File: config.mk
export PLATFORM = sky130hd
export DESIGN_NAME = pgm_rom_loader
export DESIGN_NICKNAME = d
export VERILOG_FILES = /design/src/rtl/pgm_loader_pkg.sv /design/src/rtl/pgm_loader_fifo.sv /design/src/rtl/pgm_rom_loader.sv
export SDC_FILE = /design/constraint.sdc
export NUM_CORES = 1
export LEC_CHECK = 0
export BUFFER_PORTS_ARGS = -buffer_cell sky130_fd_sc_hd__buf_2
export CAP_MARGIN = 20
export CORE_MARGIN = 1
export CORE_UTILIZATION = 33
export DETAILED_ROUTE_END_ITERATION = 6
export SYNTH_ARGS = -nofsm -noshare
export SYNTH_HDL_FRONTEND = slang
export SYNTH_HIERARCHICAL = 1
export SYNTH_SLANG_ARGS = --single-unit
File: constraint.sdc
create_clock -name clk -period 8.2 [get_ports clk]
set_input_delay 2.46 -clock clk [delete_from_list [all_inputs] [get_ports clk]]
set_output_delay 2.46 -clock clk [all_outputs]
set_load 0.01 [all_outputs]
File: src/rtl/pgm_loader_pkg.sv
// Shared types and constants for the PGM ROM download sink.
// Region map, FSM state encoding and the FIFO entry layout live here so the
// top and the buffer agree on them.
package pgm_loader_pkg;

  localparam int NUM_REGIONS = 4;

  // Widest SDRAM word address an entry can carry; the top's ADDR_W must not exceed it.
  localparam int MAX_ADDR_W = 24;

  // Word base of each download region, indexed by ioctl_index.
  localparam logic [NUM_REGIONS-1:0][MAX_ADDR_W-1:0] REGION_BASE = {
    24'h80_0000,  // 3: samples
    24'h40_0000,  // 2: sprites
    24'h20_0000,  // 1: tiles
    24'h00_0000   // 0: 68k program
  };

  // Loader FSM states.
  typedef logic [1:0] state_t;
  localparam state_t IDLE  = 2'd0;
  localparam state_t LOAD  = 2'd1;
  localparam state_t DRAIN = 2'd2;
  localparam state_t DONE  = 2'd3;

  typedef struct packed {
    logic [MAX_ADDR_W-1:0] addr;
    logic [15:0]           data;
  } fifo_entry_t;

  // True when the selector names one of the mapped regions.
  function automatic logic region_valid(input logic [7:0] index);
    return index < 8'(NUM_REGIONS);
  endfunction

endpackage

File: src/rtl/pgm_loader_fifo.sv
// Synchronous FIFO of address/data entries between the ioctl side and the
// SDRAM write port. Push while full and pop while empty are ignored.
module pgm_loader_fifo
  import pgm_loader_pkg::*;
#(
  parameter int DEPTH = 8
) (
  input  logic                     clk,
  input  logic                     reset,
  input  logic                     push,
  input  fifo_entry_t              wdata,
  input  logic                     pop,
  output fifo_entry_t              rdata,
  output logic                     full,
  output logic                     empty,
  output logic [$clog2(DEPTH):0]   level
);

  localparam int PTR_W = $clog2(DEPTH);

  fifo_entry_t        mem_q [DEPTH];
  logic [PTR_W:0]     wptr_q;
  logic [PTR_W:0]     rptr_q;
  logic               push_ok;
  logic               pop_ok;

  // Pointers carry one extra wrap bit so full and empty are distinguishable.
  assign empty   = (wptr_q == rptr_q);
  assign full    = (wptr_q[PTR_W] != rptr_q[PTR_W]) &&
                   (wptr_q[PTR_W-1:0] == rptr_q[PTR_W-1:0]);
  assign level   = wptr_q - rptr_q;
  assign push_ok = push & ~full;
  assign pop_ok  = pop & ~empty;
  assign rdata   = mem_q[rptr_q[PTR_W-1:0]];

  // Pointer update; reset flushes the buffer.
  always_ff @(posedge clk or posedge reset) begin
    if (reset) begin
      wptr_q <= '0;
      rptr_q <= '0;
    end else begin
      if (push_ok) wptr_q <= wptr_q + 1'b1;
      if (pop_ok)  rptr_q <= rptr_q + 1'b1;
    end
  end

  // Entry storage; contents are don't-care until written.
  always_ff @(posedge clk) begin
    if (push_ok) mem_q[wptr_q[PTR_W-1:0]] <= wdata;
  end

endmodule

File: src/rtl/pgm_rom_loader.sv
// Sink end of the HPS ioctl ROM download stream for the PGM core.
// Buffers incoming 16-bit words, maps them into the SDRAM region chosen by
// ioctl_index and writes them out one at a time over a req/ack port.
// Optional: define PGM_ROM_LOADER_CHECKSUM_EN to build a 16-bit running sum
// of written data on the checksum output; otherwise checksum reads zero.
module pgm_rom_loader
  import pgm_loader_pkg::*;
#(
  parameter int FIFO_DEPTH = 8,
  parameter int ADDR_W     = 24,
  parameter int HIGH_WATER = FIFO_DEPTH - 2
) (
  input  logic              clk,
  input  logic              reset,
  input  logic              ioctl_download,
  input  logic              ioctl_wr,
  input  logic [26:0]       ioctl_addr,
  input  logic [15:0]       ioctl_dout,
  input  logic [7:0]        ioctl_index,
  output logic              ioctl_wait,
  output logic              mem_req,
  input  logic              mem_ack,
  output logic [ADDR_W-1:0] mem_addr,
  output logic [15:0]       mem_din,
  output logic              rom_loaded,
  output logic              region_err,
  output logic [15:0]       checksum
);

  localparam int LVL_W = $clog2(FIFO_DEPTH) + 1;

  state_t             state_q;
  state_t             state_d;
  logic               dl_q;
  logic               dl_rise;
  logic               enter_load;
  logic               in_load;
  logic               idx_ok;
  logic               wr_push;
  logic               wr_bad;
  logic               pop;
  logic               ack_take;
  logic               region_err_q;
  logic               wait_q;
  logic               mem_req_q;
  logic [ADDR_W-1:0]  mem_addr_q;
  logic [15:0]        mem_din_q;
  logic [MAX_ADDR_W-1:0] word_addr;
  fifo_entry_t        push_entry;
  fifo_entry_t        head_entry;
  logic               fifo_full;
  logic               fifo_empty;
  logic [LVL_W-1:0]   fifo_level;
  logic               unused_addr_bits;

  assign dl_rise    = ioctl_download & ~dl_q;
  assign in_load    = (state_q == LOAD);
  assign enter_load = (state_d == LOAD) && (state_q != LOAD);
  assign idx_ok     = region_valid(ioctl_index);

  // Byte address to word offset; anything above the address width wraps away.
  assign word_addr  = REGION_BASE[ioctl_index[1:0]] + ioctl_addr[MAX_ADDR_W:1];
  assign unused_addr_bits = ^{ioctl_addr[26:MAX_ADDR_W+1], ioctl_addr[0]};

  // A full FIFO means the host ignored ioctl_wait: drop and flag it.
  assign wr_push    = in_load & ioctl_wr & idx_ok & ~fifo_full;
  assign wr_bad     = in_load & ioctl_wr & (~idx_ok | fifo_full);
  assign pop        = ~fifo_empty & ~mem_req_q;
  assign ack_take   = mem_req_q & mem_ack;

  assign push_entry.addr = word_addr;
  assign push_entry.data = ioctl_dout;

  pgm_loader_fifo #(
    .DEPTH (FIFO_DEPTH)
  ) u_fifo (
    .clk   (clk),
    .reset (reset),
    .push  (wr_push),
    .wdata (push_entry),
    .pop   (pop),
    .rdata (head_entry),
    .full  (fifo_full),
    .empty (fifo_empty),
    .level (fifo_level)
  );

  // Next-state logic for the download sequencing FSM.
  always_comb begin
    state_d = state_q;
    case (state_q)
      IDLE:    if (dl_rise) state_d = LOAD;
      LOAD:    if (!ioctl_download) state_d = DRAIN;
      DRAIN: begin
        // A new download resumes loading with whatever is still buffered.
        if (dl_rise) state_d = LOAD;
        else if (fifo_empty && !mem_req_q) state_d = DONE;
      end
      DONE:    if (dl_rise) state_d = LOAD;
      default: state_d = IDLE;
    endcase
  end

  // State, download edge history and registered back-pressure.
  always_ff @(posedge clk or posedge reset) begin
    if (reset) begin
      state_q <= IDLE;
      dl_q    <= 1'b0;
      wait_q  <= 1'b0;
    end else begin
      state_q <= state_d;
      dl_q    <= ioctl_download;
      wait_q  <= (fifo_level >= LVL_W'(HIGH_WATER));
    end
  end

  // Sticky error flag, cleared when a new load starts.
  always_ff @(posedge clk or posedge reset) begin
    if (reset) begin
      region_err_q <= 1'b0;
    end else if (enter_load) begin
      region_err_q <= 1'b0;
    end else if (wr_bad) begin
      region_err_q <= 1'b1;
    end
  end

  // SDRAM write port: load the head entry, hold it until acknowledged.
  always_ff @(posedge clk or posedge reset) begin
    if (reset) begin
      mem_req_q  <= 1'b0;
      mem_addr_q <= '0;
      mem_din_q  <= '0;
    end else if (ack_take) begin
      mem_req_q  <= 1'b0;
    end else if (pop) begin
      mem_req_q  <= 1'b1;
      mem_addr_q <= head_entry.addr[ADDR_W-1:0];
      mem_din_q  <= head_entry.data;
    end
  end

`ifdef PGM_ROM_LOADER_CHECKSUM_EN
  logic [15:0] checksum_q;

  // Running sum of acknowledged write data, restarted with each load.
  always_ff @(posedge clk or posedge reset) begin
    if (reset) begin
      checksum_q <= '0;
    end else if (enter_load) begin
      checksum_q <= '0;
    end else if (ack_take) begin
      checksum_q <= checksum_q + mem_din_q;
    end
  end

  assign checksum = checksum_q;
`else
  assign checksum = 16'h0000;
`endif

  assign ioctl_wait = wait_q;
  assign mem_req    = mem_req_q;
  assign mem_addr   = mem_addr_q;
  assign mem_din    = mem_din_q;
  assign rom_loaded = (state_q == DONE);
  assign region_err = region_err_q;

endmodule

==> flow_summary_export.csv <==
group,metric,value,unit
status,status,"finished clean",
job,drv_cap,0,
clock_network,clk_pin_slew_worst_paths,0.06,ns
power,swShare,26.2,%
clock_network,cts_resized,0,
critical_path,critPathCaptureType,"register",
final_layout,drive_above_1_share,33.6,%
drt,vias,6961,
final_layout,final_util,38.6,%
synth,syn_area_per_cell,19.9,µm²
critical_path,cp-start-kind,"register",
global_route,track_usage,13.2,%
power,power_frac_clock,31.9,%
sta,fin_tns_setup,0,ns
die,die_area,45900,µm²
sta,timing.hold.ws,0.503,ns
sta,relSlewSlack,26.4,%
clock_network,cts_buffers,39,
sta,fin_crit_sh,67.1,%
global_route,antenna_found_initial,4,
hold_path,whs_path_depth,1,
sta,finalClockSkew,0.0140,ns
drt,vias_per_cell,4.67,
critical_path,setup.worst_path.start,"u_fifo/rptr_q[2]",
sta,final-hold-violation-count,0,
sta,max_clock_freq,0.182,GHz
clock_network,cts_root_buffer,"clkbuf_16",
sta,grt_setup_unrepaired,"false",
power,seq_power_share,44.6,%
global_route,grt_max_degree,62,
power,combPwrFrac,23.5,%
sta,tightest_slew,1.10,ns
global_route,grt_pass1_wl,46.1,mm
sta,setup_viol,0,
clock_network,cts.sinks,374,
clock_network,cts_hold_buf,0,
critical_path,timing.rr.start,"u_fifo/rptr_q[2]",
final_layout,num_antenna_cells,0,
final_layout,final_nets,936,
drt,drt_iter0_drc,430,
power,powerDensity,307,nW/µm²
synth,syn_area,14900,µm²
drt,drt_pre_antenna_iters,4,
synth,syn-instance-count,746,
die,die_w,214,µm
drt,ant_nets,0,
clock_network,cts_setup_buffers,0,
die,io_pins,116,
die,rows,77,
clock_network,cts_buffer_depth,3,
drt,drcViolationCount,0,
critical_path,crit_type,"register to register",
power,ir_drop,169,µV
die,die_h,214,µm
sta,slew_violations,0,
drt,wl,29.9,mm
global_route,grt_pass1_vias,7287,
placement,port_buffers,96,
synth,ys_warn_count,6,
clock_network,clk_latency,0.53,ns
placement,gp_congestion,0.685,
critical_path,worstPathRequired,8.35,ns
final_layout,area_delta_synth_final,15.2,%
placement,dp_hpwl,16.9,mm
critical_path,path_max_fanout,42,
critical_path,rr_worst_depth,10,
power,internal_power,3.88,mW
critical_path,arrival,5.66,ns
die,start_util,33.5,%
drt,wire_per_inst,20.1,µm
die,core_area,44300,µm²
hold_path,hold_start,"mem_din[11]",
power,p_sw,1.38,mW
power,p_leak,6.03,nW
global_route,overflow,0,
hold_path,hold_class,"register to register",
clock_network,cts_tree,"done",
clock_network,htree_levels,2,
sta,fin_crit,5.50,ns
worst max-delay path: stages (launching register included):
cell and delay, ns:
dfrtp_2 1.08, inv_2 0.76, ha_1 0.58, nand3_1 0.27, nor2_1 0.13, nor3_1 0.21
nand2_1 0.09, nor2_1 0.40, o21ai_4 0.20, nor3_2 0.70, buf_4 0.66
registers in the layout, summed over array words and instances (netlist names):
register	count
state_q	2
mem_addr	24
u_fifo/rptr_q	4
mem_din	16
mem_req	1
u_fifo/mem_q	320
dl_q	1
region_err	1
u_fifo/wptr_q	4
ioctl_wait	1
power by group through the flow:
stage / combinational, mW / sequential, mW / clock [mW]
finish: 1.24 / 2.35 / 1.68
global route: 1.35 / 2.37 / 1.79
CTS: 1.27 / 2.35 / 1.72
detailed placement: 1.26 / 2.39 / 0
global placement: 1.25 / 2.39 / 0
floorplan: 1.05 / 2.35 / 0
final cells by class:
type                    instances  area [µm²]
fillers                      4050       27200
flip-flops and latches        374       11000
multi-input cells             327        3550
clock buffers                  66        1160
well taps                     592         741
repair buffers                113         608
clock inverters                 5        50.0
inverters                      13        48.8
routing by layer:
metal	wire length (µm)	global-route usage [%]
met4	535	3.62
met1	13600	18.2
met3	1380	2.79
met2	14400	21.3
met5	46	0
per-stage QoR:
stage / setup WS, ns / instance area (µm²) / cells / power (mW)
floorplan: 0.672 / 14900 / 761 / 3.41
global placement: 2.62 / 15900 / 1419 / 3.64
detailed placement: 2.59 / 15900 / 1419 / 3.65
CTS: 2.59 / 17100 / 1490 / 5.34
global route: 2.37 / 17100 / 1490 / 5.51
finish: 2.70 / 17100 / 1490 / 5.26
placed cells by master (no fill, tap or decap), types with 2 or more instances in the layout:
master / n
a21o_1: 3
a21oi_1: 3
buf_2: 96
buf_4: 17
clkbuf_1: 21
clkbuf_16: 41
clkbuf_8: 4
clkinv_1: 2
conb_1: 16
dfrtp_1: 51
dfrtp_4: 2
edfxtp_1: 320
fa_1: 2
ha_1: 10
inv_1: 11
inv_2: 2
mux2_2: 2
mux2_4: 39
mux2i_1: 2
mux4_2: 80
nand2_1: 126
nand3_1: 2
nor2_1: 7
nor2_4: 4
nor2b_1: 2
nor3_2: 4
xnor2_1: 6
xor2_1: 5
worst paths after layout:
kind | to | slack [ns]
min reg2reg | mem_din[11] | 0.50
min | mem_din[11] | 0.50
max | u_fifo/mem_q[3][36] | 2.70
max reg2reg | u_fifo/mem_q[3][36] | 2.70
min in group asynchronous | u_fifo/wptr_q[1] | 1.92
max in group asynchronous | mem_addr[4] | 5.40
Note: power is estimated with default switching activity, not from simulation.
